===== src/rtl/seven_seg_display_controller.sv =====
// Four-digit common-anode display scanner with a shared, active-low segment bus.
// Each digit goes through SHOW then BLANK; the value is latched once per frame so digits never tear.
//
//  state    | meaning
//  ---------+---------------------------------------------------------------
//  ST_SHOW  | digit digit_sel_q is lit, cnt_q runs 0..TICK_COUNT-1
//  ST_BLANK | all anodes off (dead time), cnt_q runs 0..BLANK_CYCLES-1
module seven_seg_display_controller #(
    parameter int CNT_W        = 17,
    parameter int TICK_COUNT   = 100000,
    parameter int BLANK_CYCLES = 1000
) (
    input  logic        clk,
    input  logic        Reset,
    input  logic        en,
    input  logic [15:0] value,
    input  logic [3:0]  dp_mask,
    input  logic        lz_suppress,
    output logic [3:0]  anode,
    output logic [6:0]  seg,
    output logic        dp,
    output logic [1:0]  digit_sel
);

    typedef enum logic {
        ST_SHOW  = 1'b0,
        ST_BLANK = 1'b1
    } state_t;

    localparam int BLANK_LAST = (BLANK_CYCLES > 0) ? BLANK_CYCLES - 1 : 0;
    localparam logic [CNT_W-1:0] TICK_TC  = CNT_W'(TICK_COUNT - 1);
    localparam logic [CNT_W-1:0] BLANK_TC = CNT_W'(BLANK_LAST);

    state_t           state_q, state_d;
    logic [CNT_W-1:0] cnt_q, cnt_d;
    logic [1:0]       digit_sel_q, digit_sel_d;
    logic [15:0]      snap_q, snap_d;
    logic             load_pending_q, load_pending_d;
    logic [3:0]       anode_q, anode_d;
    logic [6:0]       seg_q, seg_d;
    logic             dp_q, dp_d;
    logic [1:0]       dsel_out_q, dsel_out_d;

    logic [15:0]      disp_val;
    logic [15:0]      upper_nibbles;
    logic             suppress;
    logic             advance;

    function automatic logic [6:0] hex_to_seg(input logic [3:0] nib);
        logic [6:0] s;
        case (nib)
            4'h0:    s = 7'h40;
            4'h1:    s = 7'h79;
            4'h2:    s = 7'h24;
            4'h3:    s = 7'h30;
            4'h4:    s = 7'h19;
            4'h5:    s = 7'h12;
            4'h6:    s = 7'h02;
            4'h7:    s = 7'h78;
            4'h8:    s = 7'h00;
            4'h9:    s = 7'h10;
            4'hA:    s = 7'h08;
            4'hB:    s = 7'h03;
            4'hC:    s = 7'h46;
            4'hD:    s = 7'h21;
            4'hE:    s = 7'h06;
            default: s = 7'h0E;
        endcase
        return s;
    endfunction

    always_comb begin
        // A pending load is displayed immediately so the first lit digit already shows the new value.
        disp_val      = load_pending_q ? value : snap_q;
        upper_nibbles = disp_val >> {digit_sel_q, 2'b00};
        suppress      = lz_suppress && (digit_sel_q != 2'd0) && (upper_nibbles == 16'h0000);
    end

    always_comb begin
        state_d        = state_q;
        cnt_d          = cnt_q;
        digit_sel_d    = digit_sel_q;
        snap_d         = snap_q;
        load_pending_d = load_pending_q;
        anode_d        = 4'b1111;
        seg_d          = 7'h7F;
        dp_d           = 1'b1;
        dsel_out_d     = digit_sel_q;
        advance        = 1'b0;

        if (en) begin
            if (load_pending_q) begin
                snap_d         = value;
                load_pending_d = 1'b0;
            end
            case (state_q)
                ST_SHOW: begin
                    anode_d = ~(4'b0001 << digit_sel_q);
                    seg_d   = suppress ? 7'h7F : hex_to_seg(upper_nibbles[3:0]);
                    dp_d    = ~dp_mask[digit_sel_q];
                    if (cnt_q == TICK_TC) begin
                        cnt_d = '0;
                        if (BLANK_CYCLES == 0) advance = 1'b1;
                        else                   state_d = ST_BLANK;
                    end else begin
                        cnt_d = cnt_q + CNT_W'(1);
                    end
                end
                default: begin
                    if (cnt_q == BLANK_TC) begin
                        cnt_d   = '0;
                        state_d = ST_SHOW;
                        advance = 1'b1;
                    end else begin
                        cnt_d = cnt_q + CNT_W'(1);
                    end
                end
            endcase
            // Entering digit 0 starts a new frame: take a fresh snapshot.
            if (advance) begin
                digit_sel_d = digit_sel_q + 2'd1;
                if (digit_sel_q == 2'd3) snap_d = value;
            end
        end
    end

    always_ff @(posedge clk or posedge Reset) begin
        if (Reset) begin
            state_q        <= ST_SHOW;
            cnt_q          <= '0;
            digit_sel_q    <= 2'd0;
            snap_q         <= 16'h0000;
            load_pending_q <= 1'b1;
            anode_q        <= 4'b1111;
            seg_q          <= 7'h7F;
            dp_q           <= 1'b1;
            dsel_out_q     <= 2'd0;
        end else begin
            state_q        <= state_d;
            cnt_q          <= cnt_d;
            digit_sel_q    <= digit_sel_d;
            snap_q         <= snap_d;
            load_pending_q <= load_pending_d;
            anode_q        <= anode_d;
            seg_q          <= seg_d;
            dp_q           <= dp_d;
            dsel_out_q     <= dsel_out_d;
        end
    end

    assign anode     = anode_q;
    assign seg       = seg_q;
    assign dp        = dp_q;
    assign digit_sel = dsel_out_q;

endmodule


===== config.mk =====
export PLATFORM = sky130hd
export DESIGN_NAME = seven_seg_display_controller
export DESIGN_NICKNAME = d
export VERILOG_FILES = /design/src/rtl/seven_seg_display_controller.sv
export SDC_FILE = /design/constraint.sdc
export NUM_CORES = 1
export LEC_CHECK = 0
export ABC_AREA = 0
export CORE_MARGIN = 2
export CORE_UTILIZATION = 32
export CTS_CLUSTER_SIZE = 16
export DETAILED_ROUTE_END_ITERATION = 7
export PLACE_DENSITY = 0.62
export SLEW_MARGIN = 10
export SYNTH_ARGS = -nofsm -noshare
export SYNTH_HDL_FRONTEND = slang
export SYNTH_SLANG_ARGS = --single-unit

===== constraint.sdc =====
create_clock -name clk -period 7.3 [get_ports clk]
set_input_delay 1.095 -clock clk [delete_from_list [all_inputs] [get_ports clk]]
set_output_delay 1.095 -clock clk [all_outputs]
set_load 0.01 [all_outputs]

# --- Yosys cells after proc, flatten, opt, wreduce, memory -nomap -nowiden ---
# Memory sizes are Yosys's and may differ from the RTL's.
# Cells that the tools add are included.
classes:
  add_sub_neg: 2
  n_lt_le_gt_ge: 1
  n_eq_ne: 3
  shifts: 2
  n_mux: 21
  n_bitwise: 2
  reduce_logical: 5
op_table:
  columns: ["cell", "n"]
  rows:
  - ["$mux W17", 3]
  - ["$mux W16", 3]
  - ["$mux W7", 3]
  - ["$add A17 B1 Y17 const B", 1]
  - ["$eq A17 B10 Y1 const B", 1]
  - ["$eq A17 B17 Y1 const B", 1]
  - ["$logic_not A16 Y1", 1]
  - ["$shr A16 B4 Y16", 1]
  - ["$mux W1", 9]
  - ["$mux W4", 2]
  - ["$not A4 Y4", 1]
  - ["$shl A1 B2 Y4 const A", 1]
  - ["$lt A2 B3 Y1 const B", 1]
  - ["$add A2 B1 Y2 const B", 1]
  - ["$bmux W1 S2", 1]
  - ["$eq A2 B2 Y1 const B", 1]
  - ["$logic_and A1 B1 Y1", 2]
  - ["$reduce_and A2 Y1", 1]
  - ["$reduce_bool A2 Y1", 1]
  - ["$not A1 Y1", 1]
word_totals:
  ff_bits: 51
  rom_bits: 112
  in_bits: 24
  elab_cells: 46
  mem_count: 1
mem_list:
  columns: ["memory", "depth", "width", "rd", "rd_clocked_by_memory_dff", "write_ports", "line", "rtl"]
  rows:
  - ["(no name shown)", 16, 7, 1, 0, 0, "51", "case (nib)"]

# --- Logic depth before layout (Yosys ltp) ---
logic_depth:
  word_depth: 7
  ltp_mapped: 10

# --- Least setup slack after synthesis ---
# Ideal clock, no wire load.
synth_timing:
  path_kind: "input to register"
  start: "input value[8]"
  end: "register seg_q[4], in the netlist seg[4]"
  setup_time_ns: 0.081
  t_arrival_ns: 2.800
  t_required_ns: 7.219
  slack_ns: 4.419
  cell_stages: 8
  path_buffers: 0
  cell_sequence: "mux4_2 > mux2_2 > inv_1 > ha_1 > nand2_1 > a2111oi_0 > a31oi_1 > o211ai_1"
synth_via:
  elab_chain_len: 7
  elab_cells_between_ends: 8
  cone_classes: "1 x shift; 4 x mux; 2 x reduce/logical; 1 x memory"
synth_rtl:
  columns: ["item", "line", "rtl"]
  rows:
  - ["start, declared", "16", "input logic [15:0] value,"]
  - ["$mux W16 (*)", "74", "disp_val = load_pending_q ? value : snap_q;"]
  - ["$shr A16 B4 Y16 (*)", "75", "upper_nibbles = disp_val >> {digit_sel_q, 2'b00};"]
  - ["parallel branches: the longest is 2 deep, another holds $mem_v2 Z16 W7", null, null]
  - ["$mux W7 (*)", "99", "seg_d = suppress ? 7'h7F : hex_to_seg(upper_nibbles[3:0]);"]
  - ["$mux W7 (*)", "96", "case (state_q)"]
  - ["$mux W7 (*)", "91", "if (en) begin"]
  - ["via seg_d[4]", "40", "logic [6:0] seg_q, seg_d;"]
  - ["end signal, assigned", "145", "seg_q <= seg_d;"]
  - ["end, declared", "40", null]
# Mark *: on every way through the listed nets, which the timed path passes.
# A chain may end at the register's enable or synchronous reset.

# --- Worst setup path after layout ---
layout_timing:
  start: "input value[8]"
  end: "register seg_q[6], in the netlist seg[6]"
# The elaborated chain is that of the path after synthesis.

==> impl_metrics.yaml <==
logic_synthesis:
  synth_compound_area_frac: 0.0582
  yosys_register_bits: 51
  yosysWarnings: 0
  synth_cell_types: 49
  synth_area_sq_um: 2880
  syn-mean-instance-area_sq_um: 12.0
  async_flop_share: 1.00
  synthMuxAreaShare: 0.209
  syn-num-nets: 276
  synth_xor_area_frac: 0.0456
  synth_top_family_by_area: "multiplexers"
  netlist_instances: 241
  synthFlopType: "dfrtp_1"
  synthSimpleGateAreaFrac: 0.154
  yosysSeqAreaShare: 0.449
  synth-edff-count: 0
  synth_fa_ha_area_frac: 0.0478
worst_setup_path:
  worst_setup_path_start_kind: "primary input"
  worst_setup_path_end_kind: "flop"
  cp_max_fo: 7
  path_cells: "clkdlybuf4s50_1, mux4_2, mux2_2, inv_1, ha_1, nand2_1, a2111oi_0, a31oi_1, o221ai_1"
  path_class: "in -> reg"
  cp_top_family: "multiplexers"
  cp_data_arrival_time_ns: 3.52
  max_stage_delay_ns: 0.49
  timing.rr.start: "load_pending_q"
  required_ns: 7.52
  crit_buf_inv: 2
  rr_endpoint: "seg[6]"
  reg2reg_depth: 8
  cpMaxStageDelayCell: "mux4_2"
  ff2ff_setup_slack_ns: 4.27
clock_tree:
  clock-root-buffer: "clkbuf_8"
  postCtsHoldBufs: 0
  cts_made_buffers: 5
  cts_resized: 0
  postCtsSetupBuffers: 0
  path_clk_slew_ns: 0.09
  cts_sinks: 51
  cts_max_level: 2
  worstSkewPairLatency_ns: 0.31
  clk_path_buf_depth: 2
  cts_tree: "built"
worst_hold_path:
  holdPathStages: 1
  worstHoldStart: "snap_q[1]"
  hold_path_end: "snap_q[1]"
  hold_class: "reg -> reg"
place:
  dp_hpwl_microns: 4360
  placed_cells: 381
  gp_congestion: 0.857
  place_area_sq_um: 3330
  numPortBuffers: 37
timing:
  fin_worst_skew_ns: 0.00985
  fin_crit_sh: 0.452
  slew_headroom: 0.402
  finalHoldViolCount: 0
  fmax_ghz: 0.303
  fin_tns_setup_ns: 0
  period_minus_slack_ns: 3.30
  holdWs_ns: 0.515
  rsz0062_at_grt: "no"
  setup_viol: 0
  worstMarginPinSlew_ns: 0.872
  finalMaxSlewViolations: 0
pwr:
  vdd_drop_max_v: 0.0000547
  pwr-share-clk: 0.320
  pwr-share-comb: 0.110
  power.density_nw_per_um2: 162
  p_int_w: 0.000419
  switchingPower_w: 0.000137
  p_leak_nw: 1.48
  netSwitchingFraction: 0.247
  power.share.sequential: 0.570
floorplan:
  initial_utilization: 0.330
  num_rows: 34
  die_h_microns: 98.9
  io_pins: 38
  core_region_area_sq_um: 8720
  fp.dieW_microns: 98.9
  dieArea_sq_um: 9780
global_routing:
  antenna_found_initial: 0
  grt_pass1_vias: 1991
  grt_pass1_wl_microns: 9990
  grtUsageTotal: 0.126
  grt-ovfl-total: 0
  grt_max_degree: 52
routing:
  first_iter_violations: 57
  drc: 0
  num_vias: 1964
  drt_wl_total_microns: 5880
  drt_pass1_iterations: 4
  via_per_inst: 5.05
  wire_per_inst_microns: 15.1
  ant_nets: 0
outcome:
  outcome: "completed"
finish:
  finalInstanceArea_sq_um: 3430
  nFillCells: 835
  drive_gt1_frac: 0.228
  n_antenna_cell: 0
  area_growth_pct: 19.0
  finalNonFillerCells: 389
  fin_nets: 315
run:
  cap_viol_max_count: 0
==> layout make-up <==
cell class | instances | area [sq um] | area share
clock buffer | 8 | 100 | 0.0292
inverter | 11 | 41.3 | 0.0120
multi-input combinational | 173 | 1480 | 0.432
sequential | 51 | 1290 | 0.377
tap | 108 | 135 | 0.0394
timing repair buffer | 38 | 378 | 0.110
==> stage by stage <==
stage          worst slack [ns]  utilization  power (W)
3_5_place_dp               3.69        0.381   0.000385
6_report                   4.00        0.393   0.000556
5_1_grt                    3.85        0.393   0.000589
4_1_cts                    3.97        0.393   0.000564
2_1_floorplan              4.42            -   0.000354
3_3_place_gp               3.80        0.381   0.000382
==> metal layers <==
metal / GRT usage / vias up / wire length, microns
met5: 0 / - / 0
met4: 0.0390 / 0 / 78
met3: 0.0284 / 8 / 185
met2: 0.205 / 33 / 2800
met1: 0.169 / 980 / 2810
li1: - / 943 / -
==> synth_stat cells (2+ instances only) <==
| library cell | n | share of area |
|---|---|---|
| ha_1 | 11 | 0.048 |
| o22ai_1 | 3 | 0.0065 |
| nand3_1 | 7 | 0.012 |
| dfstp_2 | 13 | 0.12 |
| buf_6 | 2 | 0.0078 |
| a22oi_1 | 2 | 0.0052 |
| or2_2 | 3 | 0.0065 |
| nor2_1 | 24 | 0.031 |
| dfrtp_1 | 38 | 0.33 |
| mux2_2 | 10 | 0.039 |
| nand4_1 | 4 | 0.0087 |
| buf_2 | 2 | 0.0035 |
| and3_1 | 3 | 0.0065 |
| nor4_1 | 5 | 0.011 |
| inv_1 | 10 | 0.013 |
| xor2_1 | 7 | 0.021 |
| nor2b_1 | 2 | 0.0043 |
| xnor2_1 | 8 | 0.024 |
| nor3_1 | 3 | 0.0052 |
| mux2i_1 | 9 | 0.031 |
| o21ai_0 | 4 | 0.0070 |
| mux2_4 | 10 | 0.052 |
| o221ai_1 | 3 | 0.0091 |
| mux4_2 | 10 | 0.078 |
| nand2_1 | 20 | 0.026 |
| o211ai_1 | 2 | 0.0052 |
| a31oi_1 | 2 | 0.0043 |
| nand2b_1 | 3 | 0.0065 |
==> power groups by stage <==
| stage | Combinational [W] | Clock (W) | Sequential, W |
|---|---|---|---|
| 3_3_place_gp | 0.0000609 | 0 | 0.000321 |
| 4_1_cts | 0.0000626 | 0.000184 | 0.000317 |
| 3_5_place_dp | 0.0000629 | 0 | 0.000322 |
| 5_1_grt | 0.0000682 | 0.000201 | 0.000320 |
| 2_1_floorplan | 0.0000346 | 0 | 0.000319 |
| 6_report | 0.0000612 | 0.000178 | 0.000317 |
==> layout by cell type (no fill, tap or decap), types with 3 or more instances in the layout <==
cell,Yosys,routed
inv_1,10,9
xor2_1,7,7
nand2b_1,3,3
o21ai_0,4,4
nor4_1,5,5
mux2_2,10,10
and3_1,3,3
nand3_1,7,7
dfrtp_1,38,38
mux2i_1,9,9
mux4_2,10,10
or2_2,3,3
nor2_1,24,24
ha_1,11,11
dfstp_2,13,13
o221ai_1,3,3
clkdlybuf4s50_1,0,37
mux2_4,10,10
xnor2_1,8,8
o22ai_1,3,3
nor3_1,3,3
clkbuf_8,1,7
nand4_1,4,4
nand2_1,20,20
==> worst register-to-register path, delay by kind of cell, from the launching register on <==
kind / cells / cell delay, ns
multiplexers: 2 / 0.91
flip-flops: 1 / 0.87
AO/OA/AOI/OAI: 3 / 0.76
adder cells (fa/ha/maj): 1 / 0.21
buffers and inverters: 1 / 0.14
AND/OR/NAND/NOR: 1 / 0.06
==> state kept, by name, summed over array words and instances, names as in the netlist <==
register	count
cnt_q	17
snap_q	16
seg	7
anode	4
digit_sel	2
digit_sel_q	2
dp	1
load_pending_q	1
state_q	1
==> how the worst max path moves through the flow <==
stage                        start      to  slack, ns  depth (start not counted)
after CTS                 value[8]  seg[4]       3.97                          9
after global placement    value[8]  seg[4]       3.80                          9
final                     value[8]  seg[6]       4.00                          9
after global routing      value[8]  seg[5]       3.85                          9
after detailed placement  value[8]  seg[4]       3.69                          9
after floorplan           value[8]  seg[4]       4.42                          8
==> kinds of logic after synthesis <==
| kind of cell | count (synthesis) |
|---|---|
| XOR/XNOR | 15 |
| multiplexers | 40 |
| AO/OA/AOI/OAI | 23 |
| AND/OR/NAND/NOR | 84 |
| buffers and inverters | 17 |
| adder cells (fa/ha/maj) | 11 |
| flip-flops | 51 |
Power figures use the tool's default switching activity.
